`config.mk`:
```
export PLATFORM = sky130hd
export DESIGN_NAME = ysyx_23060042_ifu
export DESIGN_NICKNAME = d
export VERILOG_FILES = /design/src/rtl/ysyx_23060042_pkg.sv /design/src/rtl/ysyx_23060042_ifu_reg.sv /design/src/rtl/ysyx_23060042_ifu.sv
export SDC_FILE = /design/constraint.sdc
export NUM_CORES = 1
export LEC_CHECK = 0
export ABC_AREA = 1
export ABC_CLOCK_PERIOD_IN_PS = 3500
export CORE_AREA = 8 8 106 108
export DETAILED_ROUTE_END_ITERATION = 6
export DIE_AREA = 0 0 114 116
export GPL_TIMING_DRIVEN = 0
export MAX_ROUTING_LAYER = met4
export PLACE_DENSITY = 0.69
export SYNTH_ARGS = -nofsm -noshare
export SYNTH_HDL_FRONTEND = slang
export SYNTH_SLANG_ARGS = --single-unit
```
`constraint.sdc`:
```
create_clock -name clk -period 3.5 [get_ports clk]
set_input_delay 0.875 -clock clk [delete_from_list [all_inputs] [get_ports clk]]
set_output_delay 0.875 -clock clk [all_outputs]
set_load 0.03 [all_outputs]
```
`src/rtl/ysyx_23060042_pkg.sv`:
```
// ysyx_23060042_pkg: definitions shared by the instruction fetch unit.
//   ifu_state_e     : fetch FSM state encoding
//   IFU_RESET_PC    : default PC loaded at reset
//   IFU_EBREAK_INST : instruction word substituted on a fetch fault
package ysyx_23060042_pkg;

  typedef enum logic [2:0] {
    IDLE,
    FETCH,
    WAIT,
    HOLD,
    NEXT
  } ifu_state_e;

  localparam logic [31:0] IFU_RESET_PC    = 32'h8000_0000;
  localparam logic [31:0] IFU_EBREAK_INST = 32'h0010_0073;

endpackage

```
`src/rtl/ysyx_23060042_ifu_reg.sv`:
```
// ysyx_23060042_Reg: register with a reset value and a write enable.
//   clk   in  rising-edge clock
//   rst_n in  asynchronous active-low reset, loads RESET_VAL
//   wen   in  write enable
//   din   in  WIDTH-bit data to store
//   dout  out WIDTH-bit stored value
module ysyx_23060042_Reg #(
  parameter int unsigned           WIDTH     = 32,
  parameter logic [WIDTH-1:0]      RESET_VAL = '0
) (
  input  logic             clk,
  input  logic             rst_n,
  input  logic             wen,
  input  logic [WIDTH-1:0] din,
  output logic [WIDTH-1:0] dout
);

  always_ff @(posedge clk or negedge rst_n) begin
    if (!rst_n) begin
      dout <= RESET_VAL;
    end else if (wen) begin
      dout <= din;
    end
  end

endmodule

```
`src/rtl/ysyx_23060042_ifu.sv`:
```
// ysyx_23060042_ifu: instruction fetch unit.
// Issues one fetch at pc, waits for the read data, offers the word to the
// decode stage and then waits for the next PC from execute/writeback.
// A read error substitutes EBREAK_INST and flags fault for that one word.
// Optional: define YSYX_23060042_IFU_ALIGN_CHECK_EN to turn a misaligned pc
// into a fault without issuing a memory request.
//   clk, rst_n                      clock, asynchronous active-low reset
//   mem_req_valid/ready/addr        fetch request handshake and address
//   mem_rsp_valid/data/err          read response (err qualified by valid)
//   inst_valid/ready, inst, pc      instruction offered to decode
//   fault                           offered word is a fault substitute
//   npc_valid, npc                  next PC from execute/writeback
module ysyx_23060042_ifu
  import ysyx_23060042_pkg::*;
#(
  parameter logic [31:0] RESET_PC    = IFU_RESET_PC,
  parameter logic [31:0] EBREAK_INST = IFU_EBREAK_INST
) (
  input  logic        clk,
  input  logic        rst_n,
  output logic        mem_req_valid,
  input  logic        mem_req_ready,
  output logic [31:0] mem_req_addr,
  input  logic        mem_rsp_valid,
  input  logic [31:0] mem_rsp_data,
  input  logic        mem_rsp_err,
  output logic        inst_valid,
  input  logic        inst_ready,
  output logic [31:0] inst,
  output logic [31:0] pc,
  output logic        fault,
  input  logic        npc_valid,
  input  logic [31:0] npc
);

  ifu_state_e  state, state_next;
  logic [31:0] inst_next;
  logic        fault_next;
  logic        pc_we;
  logic        misaligned;
  logic [31:0] rsp_inst;

`ifdef YSYX_23060042_IFU_ALIGN_CHECK_EN
  assign misaligned = (pc[1:0] != 2'b00);
`else
  assign misaligned = 1'b0;
`endif

  assign rsp_inst     = mem_rsp_err ? EBREAK_INST : mem_rsp_data;
  assign mem_req_addr = pc;

  ysyx_23060042_Reg #(
    .WIDTH     (32),
    .RESET_VAL (RESET_PC)
  ) u_pc_reg (
    .clk   (clk),
    .rst_n (rst_n),
    .wen   (pc_we),
    .din   (npc),
    .dout  (pc)
  );

  always_ff @(posedge clk or negedge rst_n) begin
    if (!rst_n) begin
      state <= IDLE;
      inst  <= '0;
      fault <= 1'b0;
    end else begin
      state <= state_next;
      inst  <= inst_next;
      fault <= fault_next;
    end
  end

  always_comb begin
    state_next    = state;
    inst_next     = inst;
    fault_next    = fault;
    pc_we         = 1'b0;
    mem_req_valid = 1'b0;
    inst_valid    = 1'b0;
    case (state)
      IDLE: state_next = FETCH;
      FETCH: begin
        if (misaligned) begin
          inst_next  = EBREAK_INST;
          fault_next = 1'b1;
          state_next = HOLD;
        end else begin
          mem_req_valid = 1'b1;
          if (mem_req_ready) begin
            // a response in the handshake cycle comes from a zero-latency memory
            if (mem_rsp_valid) begin
              inst_next  = rsp_inst;
              fault_next = mem_rsp_err;
              state_next = HOLD;
            end else begin
              state_next = WAIT;
            end
          end
        end
      end
      WAIT: begin
        if (mem_rsp_valid) begin
          inst_next  = rsp_inst;
          fault_next = mem_rsp_err;
          state_next = HOLD;
        end
      end
      HOLD: begin
        inst_valid = 1'b1;
        if (inst_ready) begin
          fault_next = 1'b0;
          state_next = NEXT;
        end
      end
      NEXT: begin
        if (npc_valid) begin
          pc_we      = 1'b1;
          state_next = FETCH;
        end
      end
      default: state_next = IDLE;
    endcase
  end

endmodule

```
Word level (Yosys, flattened, before mapping)
Cells that the tools add are included.

Bits of input ports: 71. Bits in registers: 68.

Eq/ne operators: 8. Multiplexer cells: 18. Reductions and logical operators: 6.

Operator list (count): two-way mux 32 bit (3); one-hot mux 32 bit (2 select lines) (1); one-hot mux 3 bit (5 select lines) (1); two-way mux 3 bit (4); two-way mux 1 bit (8); != test 2 bit, second input constant (4); equality test 3 x 2 -> 1 bit, second input constant (2); AND reduction 4 bit (1); equality test 3 x 1 -> 1 bit, second input constant (1); equality test 3 bit, second input constant (1); zero test 3 bit (1); one-hot mux 1 bit (3 select lines) (1); AND reduction 3 bit (1); nonzero test 3 bit (1); AND reduction 2 bit (1); nonzero test 2 bit (1).

Depth between registers and ports, before layout
Depth in word-level cells: 4. Gate-level depth with buffers: 9. Mapped depth without buffers: 8.

Modules after synthesis
A second synthesis with hierarchy kept.

Cells, all modules: 393. Area total of the unflattened synthesis: 3320.7 µm².

By module, submodules not included: ysyx_23060042_ifu (sequential area each 900.9 µm², area each 2026.9 µm², cells an instance 257, times used 1); ysyx_23060042_Reg (sequential area each 802.0 µm², area each 1293.7 µm², cells an instance 136, times used 1).

Worst setup path after synthesis
No wires, ideal clock.

Path type: reg-to-output. From: register state[0]. To: output inst_valid. Stages on the path, launching flop included: 3. Buffers on the path: 0. Path slack: 1.666 ns. Arrival: 0.959 ns. Cells stage by stage: dfrtp_1 > nand2_1 > nor2_1.

Cells in the longest elaborated chain, start to end: 2.

Ends and longest elaborated chain: start: declaration (line ysyx_23060042_ifu.sv:36) `ifu_state_e state, state_next;`; start signal: assignment (line ysyx_23060042_ifu.sv:69) `state <= state_next;`; equality test 3 x 2 -> 1 bit (line ysyx_23060042_ifu.sv:82) `case (state)`; two-way mux 1 bit (line ysyx_23060042_ifu.sv:82); end: declaration (line ysyx_23060042_ifu.sv:27) `output logic inst_valid,`.

Every way passes these cells.

Worst setup path after layout
Same ends and word-level chain as after synthesis.

==> qor.yml <==
critPathCaptureType: "output port"
numCtsBuffers: 9
p_per_area_nw_per_um2: 909
status: "finished clean"
synth_simple_gate_area_share_pct: 24.4
synthDominantCellAreaShare_pct: 51.0
slew_violations: 0
wl_per_cell_um: 13.8
hp-class: "reg2reg"
synth_mux_area_share_pct: 0
utilization_pct: 55.4
synth_compound_area_share_pct: 5.64
max-slew-margin-rel_pct: 42.6
place.gp.congestion: 0.823
vias_per_cell: 4.27
clock_skew_ns: 0.00563
cts_tree: "built"
n_antenna_cell: 0
crit_slowest_cell: "clkdlybuf4s50_1"
h-tree-depth: 3
die_area_um2: 13200
ys_ff_latch: 68
reg2regPathDepth: 4
syn_inst: 409
worstSkewPairLatency_ns: 0.33
finalSetupTns_ns: 0
synth_xor_area_share_pct: 0
ys_warn_count: 0
vias: 3095
cp.required_ns: 2.62
final_common_cell: "clkdlybuf4s50_1"
synth_top_area_cell: "dfrtp_1"
final_antenna_net_count: 0
fillers: 896
hp-start: "inst[30]"
grt_pass1_wl_um: 16000
numPlacedInstances: 710
cts_resized: 0
r2r-start: "state[0]"
rr_endpoint: "u_pc_reg.dout[6]"
crit_type: "reg2out"
drt_iter0_drc: 194
clock_sinks: 68
worstSetupStartpointType: "register"
holdWs_ns: 0.471
first_pass_iters: 4
final_cell_mix: "167 x clkdlybuf4s50_1, 107 x nand2_1, 67 x dfrtp_1"
seq_area_frac_synth_pct: 51.8
port_buffers: 168
drc: 0
cp_cell_sequence: "nand2_1, nor2_1, clkdlybuf4s50_1"
hold_viol: 0
drv_cap: 0
hold_depth: 2
path_clk_slew_ns: 0.07
syn-cell-area_um2: 3290
fin_nets: 659
worst_slew_pin_slew_ns: 0.861
max_freq_ghz: 0.378
dieWidth_um: 114
final_area_um2: 5290
wirelength_um: 10000
cp_data_arrival_time_ns: 1.77
chipHeight_um: 116
synth_area_per_cell_um2: 8.03
syn_nets: 480
row_count: 36
cp_max_fo: 6
coreArea_um2: 9550
start_util_pct: 34.4
hpwl_um: 7980
final_cells: 724
reg2reg_setup_slack_ns: 2.05
cts_buffer_depth: 2
pre_cts_slack_ns: 1.21
grt_overflow_total: 0
leakage_nw: 2.69
synth_area_leaders: "dfrtp_1 51%, nand2_1 12%, buf_4 8.0%"
cpPeakStageDelay_ns: 0.71
cts_setup_buffers: 0
setup_viol: 0
drive_gt1_share_pct: 12.2
holdPathEnd: "inst[30]"
antenna_found_initial: 0
post-route-min-period_ns: 2.64
synth_top_family_by_area: "simple AND/OR/NAND/NOR gates"
synth.distinct_cells: 20
power_mw: 4.81
rsz0062_at_grt: "false"
postCtsHoldBufs: 0
ios: 170
grt_pass1_vias: 3169
area_delta_synth_final_pct: 60.9
placed_area_um2: 5130
root_buffer: "clkbuf_8"
synthAdderAreaFrac_pct: 0
grt_max_degree: 69
timing.final.crit_share_pct: 75.5
peakVddDrop_mv: 0.367
track_usage_pct: 15.7
fin_ws_ns: 0.856
power breakdown:
group	internal, mW	switching, mW
clock	0.265	0.272
sequential	1.12	0.246
combinational	1.26	1.65
synth_stat cells (all sizes together):
library cell	n
nand2	110
clkbuf	7
nor3	1
nand3	38
o21ai	36
dfrtp	67
inv	65
a21oi	1
or2	6
nor2	32
nand3b	1
buf	44
dfstp	1
sequential cells by signal, summed over array words and instances, names as in the netlist:
signal         count
inst              32
u_pc_reg.dout     32
fault              1
state              3
how the worst max path moves through the flow:
stage	from	to	slack, ns	cells after the start
final	state[0]	inst_valid	0.86	3
after global routing	state[0]	inst_valid	0.71	3
after CTS	state[0]	inst_valid	0.83	3
after detailed placement	state[0]	inst_valid	1.21	3
after global placement	rst_n	inst[22]	-0.77	1
after floorplan	state[0]	inst_valid	1.67	2
layout make-up:
cell class | instances | area (µm²) | share of cell area (%)
flip-flops and latches | 68 | 1700 | 32.2
inverters | 65 | 244 | 4.61
multi-input cells | 225 | 986 | 18.6
plain buffers | 51 | 353 | 6.67
repair buffers | 168 | 1680 | 31.8
clock buffers | 11 | 141 | 2.67
well taps | 133 | 166 | 3.15
clock inverters | 3 | 15.0 | 0.284
layer usage:
layer	wire, µm	global-route usage [%]	vias to the layer above
met5	0	-	-
met4	104	5.06	0
met3	1080	6.41	10
met2	4370	23.9	138
met1	4470	18.5	1392
li1	-	-	1555
critical path: cells and delay by family (launching register included):
kind                   cells  cell delay, ns
buffers and inverters      1            0.71
DFF                        1            0.43
and+or+nand+nor            2            0.30
cells by family after synthesis:
kind of cell,Yosys count
and+or+nand+nor,188
buffers and inverters,116
DFF,68
AOI/OAI and AO/OA,37
No activity file was read; power rests on OpenSTA's default activity.
